## config.mk

```make
export PLATFORM = sky130hd
export DESIGN_NAME = ahb_arbiter_flat
export DESIGN_NICKNAME = d
export VERILOG_FILES = /design/src/rtl/ahb_arbiter_if.sv /design/src/rtl/ahb_arbiter.sv /design/src/flat_wrapper.sv
export SDC_FILE = /design/constraint.sdc
export NUM_CORES = 1
export LEC_CHECK = 0
export ABC_AREA = 1
export BUFFER_PORTS_ARGS = -buffer_cell sky130_fd_sc_hd__buf_2
export CORE_MARGIN = 3
export CORE_UTILIZATION = 59
export CTS_CLUSTER_SIZE = 25
export DETAILED_ROUTE_END_ITERATION = 8
export PLACE_DENSITY = 0.86
export SETUP_SLACK_MARGIN = 0.4
export SLEW_MARGIN = 0
export SYNTH_ARGS = -nofsm -noshare
export SYNTH_HDL_FRONTEND = slang
export SYNTH_SLANG_ARGS = --single-unit
```

## constraint.sdc

```tcl
create_clock -name Hclk -period 2.9 [get_ports Hclk]
set_clock_uncertainty 0.1 [all_clocks]
set_input_delay 0.29 -clock Hclk [delete_from_list [all_inputs] [get_ports Hclk]]
set_output_delay 0.29 -clock Hclk [all_outputs]
set_load 0.05 [all_outputs]
```

## src/rtl/ahb_arbiter_if.sv

```systemverilog
// ahb_arbiter_if: request/grant bundle between the AHB masters and the arbiter.
// In: Hbusreq, Hlock, Htrans, Hburst, Hready. Out: Hgrant, Hmaster, Hmastlock.
`ifndef NUM_MASTERS
`define NUM_MASTERS 4
`endif
`ifndef MASTER_WIDTH
`define MASTER_WIDTH 2
`endif

interface ahb_arbiter_if #(
  parameter int NUM_MASTERS  = `NUM_MASTERS,
  parameter int MASTER_WIDTH = `MASTER_WIDTH
);
  logic [NUM_MASTERS-1:0]  Hbusreq;
  logic [NUM_MASTERS-1:0]  Hlock;
  logic [1:0]              Htrans;
  logic [2:0]              Hburst;
  logic                    Hready;
  logic [NUM_MASTERS-1:0]  Hgrant;
  logic [MASTER_WIDTH-1:0] Hmaster;
  logic                    Hmastlock;

  modport master (
    output Hbusreq, Hlock, Htrans, Hburst, Hready,
    input  Hgrant, Hmaster, Hmastlock
  );

  modport slave (
    input  Hbusreq, Hlock, Htrans, Hburst, Hready,
    output Hgrant, Hmaster, Hmastlock
  );
endinterface

```

## src/rtl/ahb_arbiter.sv

```systemverilog
// ahb_arbiter: round-robin AHB bus arbiter with burst and locked-transfer hold.
// Ports: Hclk, Hreset (async, active-high); bus (ahb_arbiter_if.slave).
// Optional macro AHB_ARB_PARK_EN: park the grant on master 0 when idle.
`ifndef NUM_MASTERS
`define NUM_MASTERS 4
`endif
`ifndef MASTER_WIDTH
`define MASTER_WIDTH 2
`endif

module ahb_arbiter #(
  parameter int NUM_MASTERS  = `NUM_MASTERS,
  parameter int MASTER_WIDTH = `MASTER_WIDTH
) (
  input logic          Hclk,
  input logic          Hreset,
  ahb_arbiter_if.slave bus
);
  typedef enum logic [1:0] {
    S_IDLE, S_OWN, S_BURST, S_LOCKED
  } state_e;

  localparam logic [1:0] TR_IDLE   = 2'b00;
  localparam logic [1:0] TR_NONSEQ = 2'b10;
  localparam logic [1:0] TR_SEQ    = 2'b11;

`ifdef AHB_ARB_PARK_EN
  localparam logic [NUM_MASTERS-1:0] GNT_IDLE = NUM_MASTERS'(1);
`else
  localparam logic [NUM_MASTERS-1:0] GNT_IDLE = '0;
`endif

  localparam logic [MASTER_WIDTH-1:0] PTR_RST =
    MASTER_WIDTH'(NUM_MASTERS - 1);

  state_e                  state_q, state_d;
  logic [NUM_MASTERS-1:0]  grant_q, grant_d;
  logic [MASTER_WIDTH-1:0] gidx_q, gidx_d;
  logic [MASTER_WIDTH-1:0] ptr_q, ptr_d;
  logic [MASTER_WIDTH-1:0] master_q, master_d;
  logic                    mastlock_q, mastlock_d;
  logic [3:0]              cnt_q, cnt_d;

  logic                    win_found;
  logic [MASTER_WIDTH-1:0] win_idx;
  logic [MASTER_WIDTH-1:0] cand;
  logic                    do_arb;
  logic                    own_eval;
  logic [3:0]              blen;

  logic tr_idle, tr_nonseq, tr_seq;
  logic fixed_burst, single;
  logic own_req, own_lock;

  assign tr_idle     = bus.Htrans == TR_IDLE;
  assign tr_nonseq   = bus.Htrans == TR_NONSEQ;
  assign tr_seq      = bus.Htrans == TR_SEQ;
  assign fixed_burst = bus.Hburst[2:1] != 2'b00;
  assign single      = bus.Hburst == 3'b000;
  assign own_req     = bus.Hbusreq[gidx_q];
  assign own_lock    = bus.Hlock[gidx_q];

  always_comb begin
    unique case (bus.Hburst[2:1])
      2'b01:   blen = 4'd3;
      2'b10:   blen = 4'd7;
      2'b11:   blen = 4'd15;
      default: blen = 4'd0;
    endcase
  end

  // Search starts one past the last winner so every requester is reached.
  always_comb begin
    win_found = 1'b0;
    win_idx   = '0;
    cand      = '0;
    for (int i = 1; i <= NUM_MASTERS; i++) begin
      cand = MASTER_WIDTH'((int'(ptr_q) + i) % NUM_MASTERS);
      if (!win_found && bus.Hbusreq[cand]) begin
        win_found = 1'b1;
        win_idx   = cand;
      end
    end
  end

  always_comb begin
    state_d  = state_q;
    grant_d  = grant_q;
    gidx_d   = gidx_q;
    ptr_d    = ptr_q;
    cnt_d    = cnt_q;
    do_arb   = 1'b0;
    own_eval = 1'b0;
    if (bus.Hready) begin
      unique case (state_q)
        S_IDLE: do_arb = 1'b1;
        S_OWN:  own_eval = 1'b1;
        S_BURST: begin
          // Early termination falls back to the ownership rules.
          if (tr_idle || tr_nonseq) begin
            cnt_d    = '0;
            own_eval = 1'b1;
          end else if (cnt_q == 4'd0) begin
            do_arb = 1'b1;
          end else if (tr_seq) begin
            cnt_d = cnt_q - 4'd1;
          end
        end
        S_LOCKED: begin
          if (!own_lock && tr_idle)
            do_arb = 1'b1;
        end
        default: state_d = S_IDLE;
      endcase
      if (own_eval) begin
        if (tr_nonseq && own_lock) begin
          state_d = S_LOCKED;
        end else if (tr_nonseq && fixed_burst) begin
          state_d = S_BURST;
          cnt_d   = blen;
        end else if (tr_idle || (tr_nonseq && single) || !own_req) begin
          do_arb = 1'b1;
        end else begin
          state_d = S_OWN;
        end
      end
      if (do_arb) begin
        if (win_found) begin
          state_d          = S_OWN;
          grant_d          = '0;
          grant_d[win_idx] = 1'b1;
          gidx_d           = win_idx;
          ptr_d            = win_idx;
        end else begin
          state_d = S_IDLE;
          grant_d = GNT_IDLE;
          gidx_d  = '0;
        end
      end
    end
  end

  // Address-phase owner follows the grant one accepted cycle later.
  always_comb begin
    master_d   = master_q;
    mastlock_d = mastlock_q;
    if (bus.Hready) begin
      if (|grant_q) begin
        master_d   = gidx_q;
        mastlock_d = bus.Hlock[gidx_q];
      end else begin
        mastlock_d = 1'b0;
      end
    end
  end

  always_ff @(posedge Hclk or posedge Hreset) begin
    if (Hreset) begin
      state_q    <= S_IDLE;
      grant_q    <= GNT_IDLE;
      gidx_q     <= '0;
      ptr_q      <= PTR_RST;
      master_q   <= '0;
      mastlock_q <= 1'b0;
      cnt_q      <= '0;
    end else begin
      state_q    <= state_d;
      grant_q    <= grant_d;
      gidx_q     <= gidx_d;
      ptr_q      <= ptr_d;
      master_q   <= master_d;
      mastlock_q <= mastlock_d;
      cnt_q      <= cnt_d;
    end
  end

  assign bus.Hgrant    = grant_q;
  assign bus.Hmaster   = master_q;
  assign bus.Hmastlock = mastlock_q;
endmodule
```

## src/flat_wrapper.sv

```systemverilog
// flat-port wrapper written by rule: the top's interface ports become plain ports
module ahb_arbiter_flat 
#(
  parameter int NUM_MASTERS  = `NUM_MASTERS,
  parameter int MASTER_WIDTH = `MASTER_WIDTH
)
  (Hclk, Hreset, bus_Hbusreq, bus_Hlock, bus_Htrans, bus_Hburst, bus_Hready, bus_Hgrant, bus_Hmaster, bus_Hmastlock);
  ahb_arbiter_if #(.NUM_MASTERS(NUM_MASTERS), .MASTER_WIDTH(MASTER_WIDTH)) bus_i ();
  input logic Hclk;
  input logic Hreset;
  input wire logic [$bits(bus_i.Hbusreq)-1:0] bus_Hbusreq;
  input wire logic [$bits(bus_i.Hlock)-1:0] bus_Hlock;
  input wire logic [$bits(bus_i.Htrans)-1:0] bus_Htrans;
  input wire logic [$bits(bus_i.Hburst)-1:0] bus_Hburst;
  input wire logic [$bits(bus_i.Hready)-1:0] bus_Hready;
  output wire logic [$bits(bus_i.Hgrant)-1:0] bus_Hgrant;
  output wire logic [$bits(bus_i.Hmaster)-1:0] bus_Hmaster;
  output wire logic [$bits(bus_i.Hmastlock)-1:0] bus_Hmastlock;
  assign bus_i.Hbusreq = bus_Hbusreq;
  assign bus_i.Hlock = bus_Hlock;
  assign bus_i.Htrans = bus_Htrans;
  assign bus_i.Hburst = bus_Hburst;
  assign bus_i.Hready = bus_Hready;
  assign bus_Hgrant = bus_i.Hgrant;
  assign bus_Hmaster = bus_i.Hmaster;
  assign bus_Hmastlock = bus_i.Hmastlock;
  ahb_arbiter #(.NUM_MASTERS(NUM_MASTERS), .MASTER_WIDTH(MASTER_WIDTH)) u_core (.Hclk(Hclk), .Hreset(Hreset), .bus(bus_i));
endmodule
```

==> results_tabular.tex, run 1 <==
\begin{tabular}{lr}
\hline
Metric & Value \\
\hline
\multicolumn{2}{l}{\textbf{Setup path}} \\
\quad Worst reg-to-reg setup slack & 0.91 ns \\
\quad R2r endpoint & u\_core.bus.Hgrant[1] \\
\quad Worst setup path startpoint & u\_core.state\_q[0] \\
\quad Critical Path AT & 2.08 ns \\
\quad Largest stage delay on the critical path & 0.43 ns \\
\quad Launch instance of the worst register-to-register path & u\_core.state\_q[0] \\
\quad Sort of element at the start of the critical path & flip-flop \\
\quad Critical Path Sink Type & flip-flop \\
\quad Worst R2R Path Depth & 9 \\
\quad Required time at the worst-slack endpoint & 2.99 ns \\
\quad Critical-path top delay cell & dfrtp\_1 \\
\quad Largest driver fanout on the critical path & 7 \\
\quad Path type of the worst setup path & reg -> reg \\
\quad Sequence of cells on the critical path & inv\_1, ha\_1, nand2\_1, a21oi\_4, nand3\_2, a21oi\_4, inv\_2, nand2\_1, o21ai\_1 \\
\multicolumn{2}{l}{\textbf{Drt}} \\
\quad Average via count per standard cell & 5.52 \\
\quad Post-Route WL & 3180 um \\
\quad Antenna Violating Nets Remaining & 0 \\
\quad DRC & 0 \\
\quad Total via count after detailed routing & 1391 \\
\quad Drt wl/cell & 12.6 um \\
\quad Detailed Route Iter0 Violations & 51 \\
\quad Detailed-router iteration count before antenna repair & 4 \\
\multicolumn{2}{l}{\textbf{STA}} \\
\quad Worst slack on hold paths & 0.174 ns \\
\quad Relative slew slack & 46.0\% \\
\quad Worst setup margin & 0.907 ns \\
\quad Number of setup violations in the final report & 0 \\
\quad Post-route minimum period & 1.99 ns \\
\quad Share of the clock period used by the worst path & 68.7\% \\
\quad Worst-Margin Slew & 0.799 ns \\
\quad Number of max-slew violations in the final report & 0 \\
\quad Peak clock frequency supported by timing & 502 MHz \\
\quad Fin Setup TNS & 0 ns \\
\quad Unrepaired setup endpoints after global routing & no \\
\quad Final hold violations & 0 \\
\multicolumn{2}{l}{\textbf{Floorplanning}} \\
\quad Area of the core & 2040 um2 \\
\quad Die outline area & 2830 um2 \\
\quad Cell row count & 16 \\
\quad I/O pin count & 23 \\
\quad Starting density of the core & 64.5\% \\
\quad Horizontal die dimension & 53.2 um \\
\quad Die Y-Extent & 53.2 um \\
\multicolumn{2}{l}{\textbf{Final layout}} \\
\quad Most frequent standard cell in the layout excluding fill and tap cells & nand2\_1 \\
\quad Diodes inserted & 0 \\
\quad Fraction of the core area covered by cells at the end of the flow & 72.4\% \\
\quad Non-filler cells, final & 252 \\
\quad Layout area overhead & 12.4\% \\
\quad Highest-count cells in the layout ignoring fill and taps & 76 x nand2\_1, 25 x inv\_1, 22 x buf\_2 \\
\quad Share of final-layout standard cells stronger than drive strength 1 & 20.9\% \\
\quad Nets & 246 \\
\quad Non-Filler Cell Area, Final & 1480 um2 \\
\multicolumn{2}{l}{\textbf{Clocking}} \\
\quad Total of hold buffers inserted after clock tree synthesis & 1 \\
\quad Clk Tree Root Cell & clkbuf\_4 \\
\quad CTS resizes & 0 \\
\quad Deepest clock path buffer count & 2 \\
\quad Count of H-tree levels built during CTS & 1 \\
\quad Post-CTS clock slew at the launch and capture registers of the worst setup and hold paths & 0.11 ns \\
\quad Clock tree from TritonCTS & built \\
\quad Clock buffer count from CTS & 3 \\
\quad Total number of clock tree sinks & 17 \\
\quad Clock network latency to the later pin of the worst-skew pair & 0.30 ns \\
\quad Number of buffers inserted to repair setup after CTS & 0 \\
\multicolumn{2}{l}{\textbf{Placement}} \\
\quad Detailed Place HPWL & 2520 um \\
\quad Post-Place Setup Slack & 0.956 ns \\
\quad Area after DPL & 1440 um2 \\
\quad Port Buffers & 22 \\
\quad Global placement routability congestion & 0.892 \\
\quad Placed Cells & 247 \\
\multicolumn{2}{l}{\textbf{Logic synthesis}} \\
\quad Total standard cell area after synthesis & 1320 um2 \\
\quad \#FFs+latches synth & 17 \\
\quad Count of yosys warnings during synthesis & 0 \\
\quad Sequential-to-total area share from yosys stat & 32.5\% \\
\quad Cell variety after synth & 26 \\
\quad Mapped Cells & 201 \\
\quad Post-Syn Area per Cell & 6.55 um2 \\
\quad Total nets after synthesis & 221 \\
\multicolumn{2}{l}{\textbf{Worst hold path}} \\
\quad HP Class & in -> reg \\
\quad Sink of the worst hold path & u\_core.cnt\_q[3] \\
\quad Count of cells along the worst hold path & 3 \\
\quad Min-Delay Startpoint & bus\_Hburst[1] \\
\multicolumn{2}{l}{\textbf{Pwr}} \\
\quad Pwr/cell area & 1150 nW/um2 \\
\quad Power Internal & 0.746 mW \\
\quad Clock group share of total power & 7.7\% \\
\quad Cell leakage power & 0.820 nW \\
\quad VDD IR-drop max & 0.000902 V \\
\quad Net Switching & 0.959 mW \\
\quad Total design power & 1.71 mW \\
\quad Relative contribution of sequential cells to total power & 27.6\% \\
\quad Sw frac & 56.2\% \\
\quad Combinational group share of total power & 64.7\% \\
\multicolumn{2}{l}{\textbf{Global routing}} \\
\quad Wire length of the first global-routing pass & 5200 um \\
\quad Global-route congestion overflow total & 0 \\
\quad Initial antenna violation count & 0 \\
\quad Vias in the first global route & 1258 \\
\quad Pin count of the biggest net entering global routing & 18 \\
\quad Overall routing resource usage & 25.1\% \\
\multicolumn{2}{l}{\textbf{Run status}} \\
\quad Result of the run & finished clean \\
\multicolumn{2}{l}{\textbf{Run}} \\
\quad Max Cap Violations & 0 \\
\hline
\end{tabular}
## power groups by stage
| stage | Sequential, mW | Clock, mW | Combinational, mW |
|---|---|---|---|
| floorplan | 0.555 | 0 | 0.785 |
| global placement | 0.461 | 0 | 1.05 |
| detailed placement | 0.470 | 0 | 1.09 |
| CTS | 0.466 | 0.131 | 1.10 |
| global route | 0.482 | 0.142 | 1.24 |
| finish | 0.471 | 0.132 | 1.10 |
## final cells by class
type                    count  area, um2
well taps                  27       33.8
inverters                  29        111
clock buffers               3       22.5
multi-input cells         152        758
repair buffers             23        120
fillers                   172        563
flip-flops and latches     17        428
clock inverters             1       5.00
## sequential cells by signal (all words and copies together) (netlist names)
| signal | count |
|---|---|
| u_core.bus.Hgrant | 4 |
| u_core.bus.Hmaster | 2 |
| u_core.bus.Hmastlock | 1 |
| u_core.gidx_q | 2 |
| u_core.state_q | 2 |
| u_core.cnt_q | 4 |
| u_core.ptr_q | 2 |
## worst max-delay path, delay by kind of cell, from the launching register on
family / cells / cell delay (ns)
buf+inv: 2 / 0.18
fa+ha+maj: 1 / 0.24
simple gates: 3 / 0.39
compound gates: 3 / 0.54
flops: 1 / 0.43
## synthesized netlist by cell type (all sizes together)
library cell | number | share of area [%]
clkbuf | 1 | 0.28
buf | 2 | 1.1
nand3 | 15 | 6.8
a21oi | 11 | 5.9
nor2 | 14 | 4.2
dfrtp | 15 | 29
dfstp | 2 | 4.0
nand4 | 3 | 1.4
o21ai | 16 | 6.7
nor3b | 1 | 0.57
o31ai | 2 | 1.1
inv | 29 | 8.5
o41ai | 1 | 0.67
nand3b | 1 | 0.57
a31oi | 1 | 0.48
ha | 4 | 3.8
nand2 | 83 | 25
## metal layers
layer	vias to the layer above	wire, um	global-route usage [%]
met5	-	0	0
met4	0	34	9.79
met3	4	178	3.94
met2	58	1560	42.7
met1	645	1410	31.5
li1	684	-	-
## cell families (layout without fill, tap and decap cells)
family	Yosys count	count (layout)	share of synthesized area, %
flops	17	17	32.5
buf+inv	32	56	9.89
fa+ha+maj	4	4	3.80
compound gates	31	31	14.8
simple gates	117	117	39.0
## worst max path at each step
stage | endpoint | slack (ns) | cells after the start
6_report | u_core.bus.Hgrant[1] | 0.91 | 9
5_1_grt | u_core.bus.Hgrant[2] | 0.79 | 12
4_1_cts | u_core.bus.Hgrant[1] | 0.93 | 9
3_5_place_dp | u_core.bus.Hgrant[3] | 0.96 | 8
3_3_place_gp | u_core.bus.Hgrant[2] | 1.06 | 12
2_1_floorplan | u_core.bus.Hgrant[2] | 1.19 | 13
Power figures use the tool's default switching activity.
==> inputs of run 2 (changes only) <==
--- a/config.mk
+++ b/config.mk
@@ -8,10 +8,10 @@
 export ABC_AREA = 1
 export BUFFER_PORTS_ARGS = -buffer_cell sky130_fd_sc_hd__buf_2
 export CORE_MARGIN = 3
-export CORE_UTILIZATION = 59
+export CORE_UTILIZATION = 50
 export CTS_CLUSTER_SIZE = 25
 export DETAILED_ROUTE_END_ITERATION = 8
-export PLACE_DENSITY = 0.86
+export PLACE_DENSITY = 0.78
 export SETUP_SLACK_MARGIN = 0.4
 export SLEW_MARGIN = 0
 export SYNTH_ARGS = -nofsm -noshare
==> constraint.sdc (replaced) <==
create_clock -name Hclk -period 1.8 [get_ports Hclk]
set_clock_uncertainty 0.1 [all_clocks]
set_input_delay 0.18 -clock Hclk [delete_from_list [all_inputs] [get_ports Hclk]]
set_output_delay 0.18 -clock Hclk [all_outputs]
set_load 0.05 [all_outputs]
==> run 2 against run 1 <==
Net effect: the flow now finishes with violations (negative setup slack); routed wire length grew 42%; maximum frequency up 3.4%; non-clock buffer count up 34; first-iteration DRC count grew to 3.2 times the previous value; clock power up 63%; worst hold slack worse by 0.064 ns; sequential share of layout area fell by 6.3 points; final cell count rose by 14%; register-to-register slack got worse by 1.0 ns.
==> results_tabular.tex, run 2 (same netlist as run 1, synthesis figures left out) <==
\begin{tabular}{lr}
\hline
Metric & Value \\
\hline
\multicolumn{2}{l}{\textbf{Run status}} \\
\quad Result of the run & finished, violations left \\
\quad Failing checks & negative setup slack \\
\multicolumn{2}{l}{\textbf{Run}} \\
\quad Max Cap Violations & 0 \\
\multicolumn{2}{l}{\textbf{Floorplanning}} \\
\quad Starting density of the core & 55.7\% \\
\quad Horizontal die dimension & 57.3 um \\
\quad Die outline area & 3280 um2 \\
\quad Die Y-Extent & 57.3 um \\
\quad I/O pin count & 23 \\
\quad Cell row count & 17 \\
\quad Area of the core & 2360 um2 \\
\multicolumn{2}{l}{\textbf{Drt}} \\
\quad DRC & 0 \\
\quad Total via count after detailed routing & 1673 \\
\quad Antenna Violating Nets Remaining & 0 \\
\quad Post-Route WL & 4530 um \\
\quad Detailed-router iteration count before antenna repair & 5 \\
\quad Drt wl/cell & 15.8 um \\
\quad Detailed Route Iter0 Violations & 165 \\
\quad Average via count per standard cell & 5.83 \\
\multicolumn{2}{l}{\textbf{Pwr}} \\
\quad Pwr/cell area & 2050 nW/um2 \\
\quad Cell leakage power & 1.02 nW \\
\quad VDD IR-drop max & 0.00153 V \\
\multicolumn{2}{l}{\textbf{Final layout}} \\
\quad Layout area overhead & 44.5\% \\
\quad Highest-count cells in the layout ignoring fill and taps & 55 x nand2\_1, 32 x buf\_4, 22 x nand2\_2, 22 x buf\_2, 15 x inv\_1 \\
\quad Most frequent standard cell in the layout excluding fill and tap cells & nand2\_1 \\
\quad Share of final-layout standard cells stronger than drive strength 1 & 48.3\% \\
\quad Non-Filler Cell Area, Final & 1900 um2 \\
\quad Nets & 280 \\
\quad Filler instances & 143 \\
\quad Diodes inserted & 0 \\
\multicolumn{2}{l}{\textbf{Clocking}} \\
\quad Clock network latency to the later pin of the worst-skew pair & 0.30 ns \\
\quad Clock buffer count from CTS & 3 \\
\quad Clk Tree Root Cell & clkbuf\_4 \\
\quad Deepest clock path buffer count & 2 \\
\quad Count of H-tree levels built during CTS & 1 \\
\quad Post-CTS clock slew at the launch and capture registers of the worst setup and hold paths & 0.11 ns \\
\quad Clock tree from TritonCTS & built \\
\quad Total number of clock tree sinks & 17 \\
\multicolumn{2}{l}{\textbf{STA}} \\
\quad Worst setup margin & -0.127 ns \\
\quad Post-route minimum period & 1.93 ns \\
\quad Fin Setup TNS & -0.679 ns \\
\quad Worst slack on hold paths & 0.110 ns \\
\quad Number of max-slew violations in the final report & 0 \\
\quad Worst-Margin Slew & 0.642 ns \\
\quad Share of the clock period used by the worst path & 107\% \\
\quad Number of setup violations in the final report & 9 \\
\quad Unrepaired setup endpoints after global routing & yes \\
\quad Peak clock frequency supported by timing & 519 MHz \\
\quad Relative slew slack & 57.1\% \\
\quad Final hold violations & 0 \\
\multicolumn{2}{l}{\textbf{Global routing}} \\
\quad Global-route congestion overflow total & 0 \\
\quad Vias in the first global route & 1456 \\
\quad Pin count of the biggest net entering global routing & 18 \\
\quad Wire length of the first global-routing pass & 6250 um \\
\quad Initial antenna violation count & 0 \\
\quad Overall routing resource usage & 23.7\% \\
\multicolumn{2}{l}{\textbf{Setup path}} \\
\quad Worst R2R Path Depth & 12 \\
\quad Critical Path Sink Type & flip-flop \\
\quad Path type of the worst setup path & reg -> reg \\
\quad Launch instance of the worst register-to-register path & u\_core.ptr\_q[0] \\
\quad Largest driver fanout on the critical path & 5 \\
\quad Worst setup path startpoint & u\_core.ptr\_q[0] \\
\quad Sort of element at the start of the critical path & flip-flop \\
\quad Critical Path AT & 2.02 ns \\
\quad Required time at the worst-slack endpoint & 1.89 ns \\
\multicolumn{2}{l}{\textbf{Worst hold path}} \\
\quad HP Class & in -> reg \\
\quad Count of cells along the worst hold path & 3 \\
\quad Min-Delay Startpoint & bus\_Hburst[1] \\
\multicolumn{2}{l}{\textbf{Placement}} \\
\quad Global placement routability congestion & 0.949 \\
\quad Detailed Place HPWL & 2520 um \\
\quad Area after DPL & 1500 um2 \\
\quad Port Buffers & 22 \\
\hline
\end{tabular}
## run 2: layout make-up
cell class	instances	area (um2)	share of cell area [%]
clock buffers	4	26.3	1.38
inverters	29	114	5.99
multi-input cells	152	913	48.0
flip-flops and latches	17	430	22.6
well taps	28	35.0	1.84
repair buffers	57	383	20.1
## run 2: report_power, final
| part | leakage [nW] | switching, mW | internal (mW) |
|---|---|---|---|
| Sequential | 0.207 | 0.179 | 0.580 |
| Combinational | 0.794 | 1.71 | 1.21 |
| Clock | 0.0150 | 0.128 | 0.0863 |
## run 2: worst max-delay path, stage by stage, from the launching register on
cell,delay (ns)
dfstp_2,0.61
buf_4,0.14
nand2_1,0.07
nand2_2,0.10
nand2_1,0.07
nand2_1,0.10
inv_1,0.07
nand2_1,0.09
nor2_1,0.06
nor2_1,0.13
inv_1,0.08
nand2_2,0.11
o21ai_0,0.09
## run 2: stage by stage
step           setup slack [ns]  util [%]  power (mW)  cells
2_1_floorplan             0.120         -        2.24    201
3_3_place_gp            -0.0121      63.7        2.60    253
3_5_place_dp            -0.0158      63.7        2.65    253
4_1_cts                 0.00175      72.2        3.32    270
5_1_grt                  -0.274      80.6        4.19    287
6_report                 -0.127      80.6        3.89    287
## run 2: per-layer routing
metal	GRT usage, %	vias to the layer above	wire length [um]
met1	31.8	763	1760
li1	-	758	-
met4	6.29	0	209
met3	3.39	28	380
met5	0	-	0
met2	40.0	124	2170
## run 2: path summary, 6_finish.rpt
check / slack (ns) / end
setup / recovery: -0.13 / u_core.gidx_q[1]
hold / removal: 0.11 / u_core.cnt_q[3]
setup reg to reg: -0.13 / u_core.gidx_q[1]
hold reg to reg: 0.42 / u_core.bus.Hgrant[0]
max in group asynchronous: 0.75 / u_core.state_q[1]
min in group asynchronous: 0.40 / u_core.bus.Hmaster[1]
## run 2: timing repair
action                                 4_1_cts  5_1_grt
hold buffers                                 1        0
buffers inserted                            12       17
resized for setup                           29       23
setup endpoints to repair                   14       14
endpoints found under the hold margin       15        0
pin swaps                                   18       17
gates cloned                                 0        0
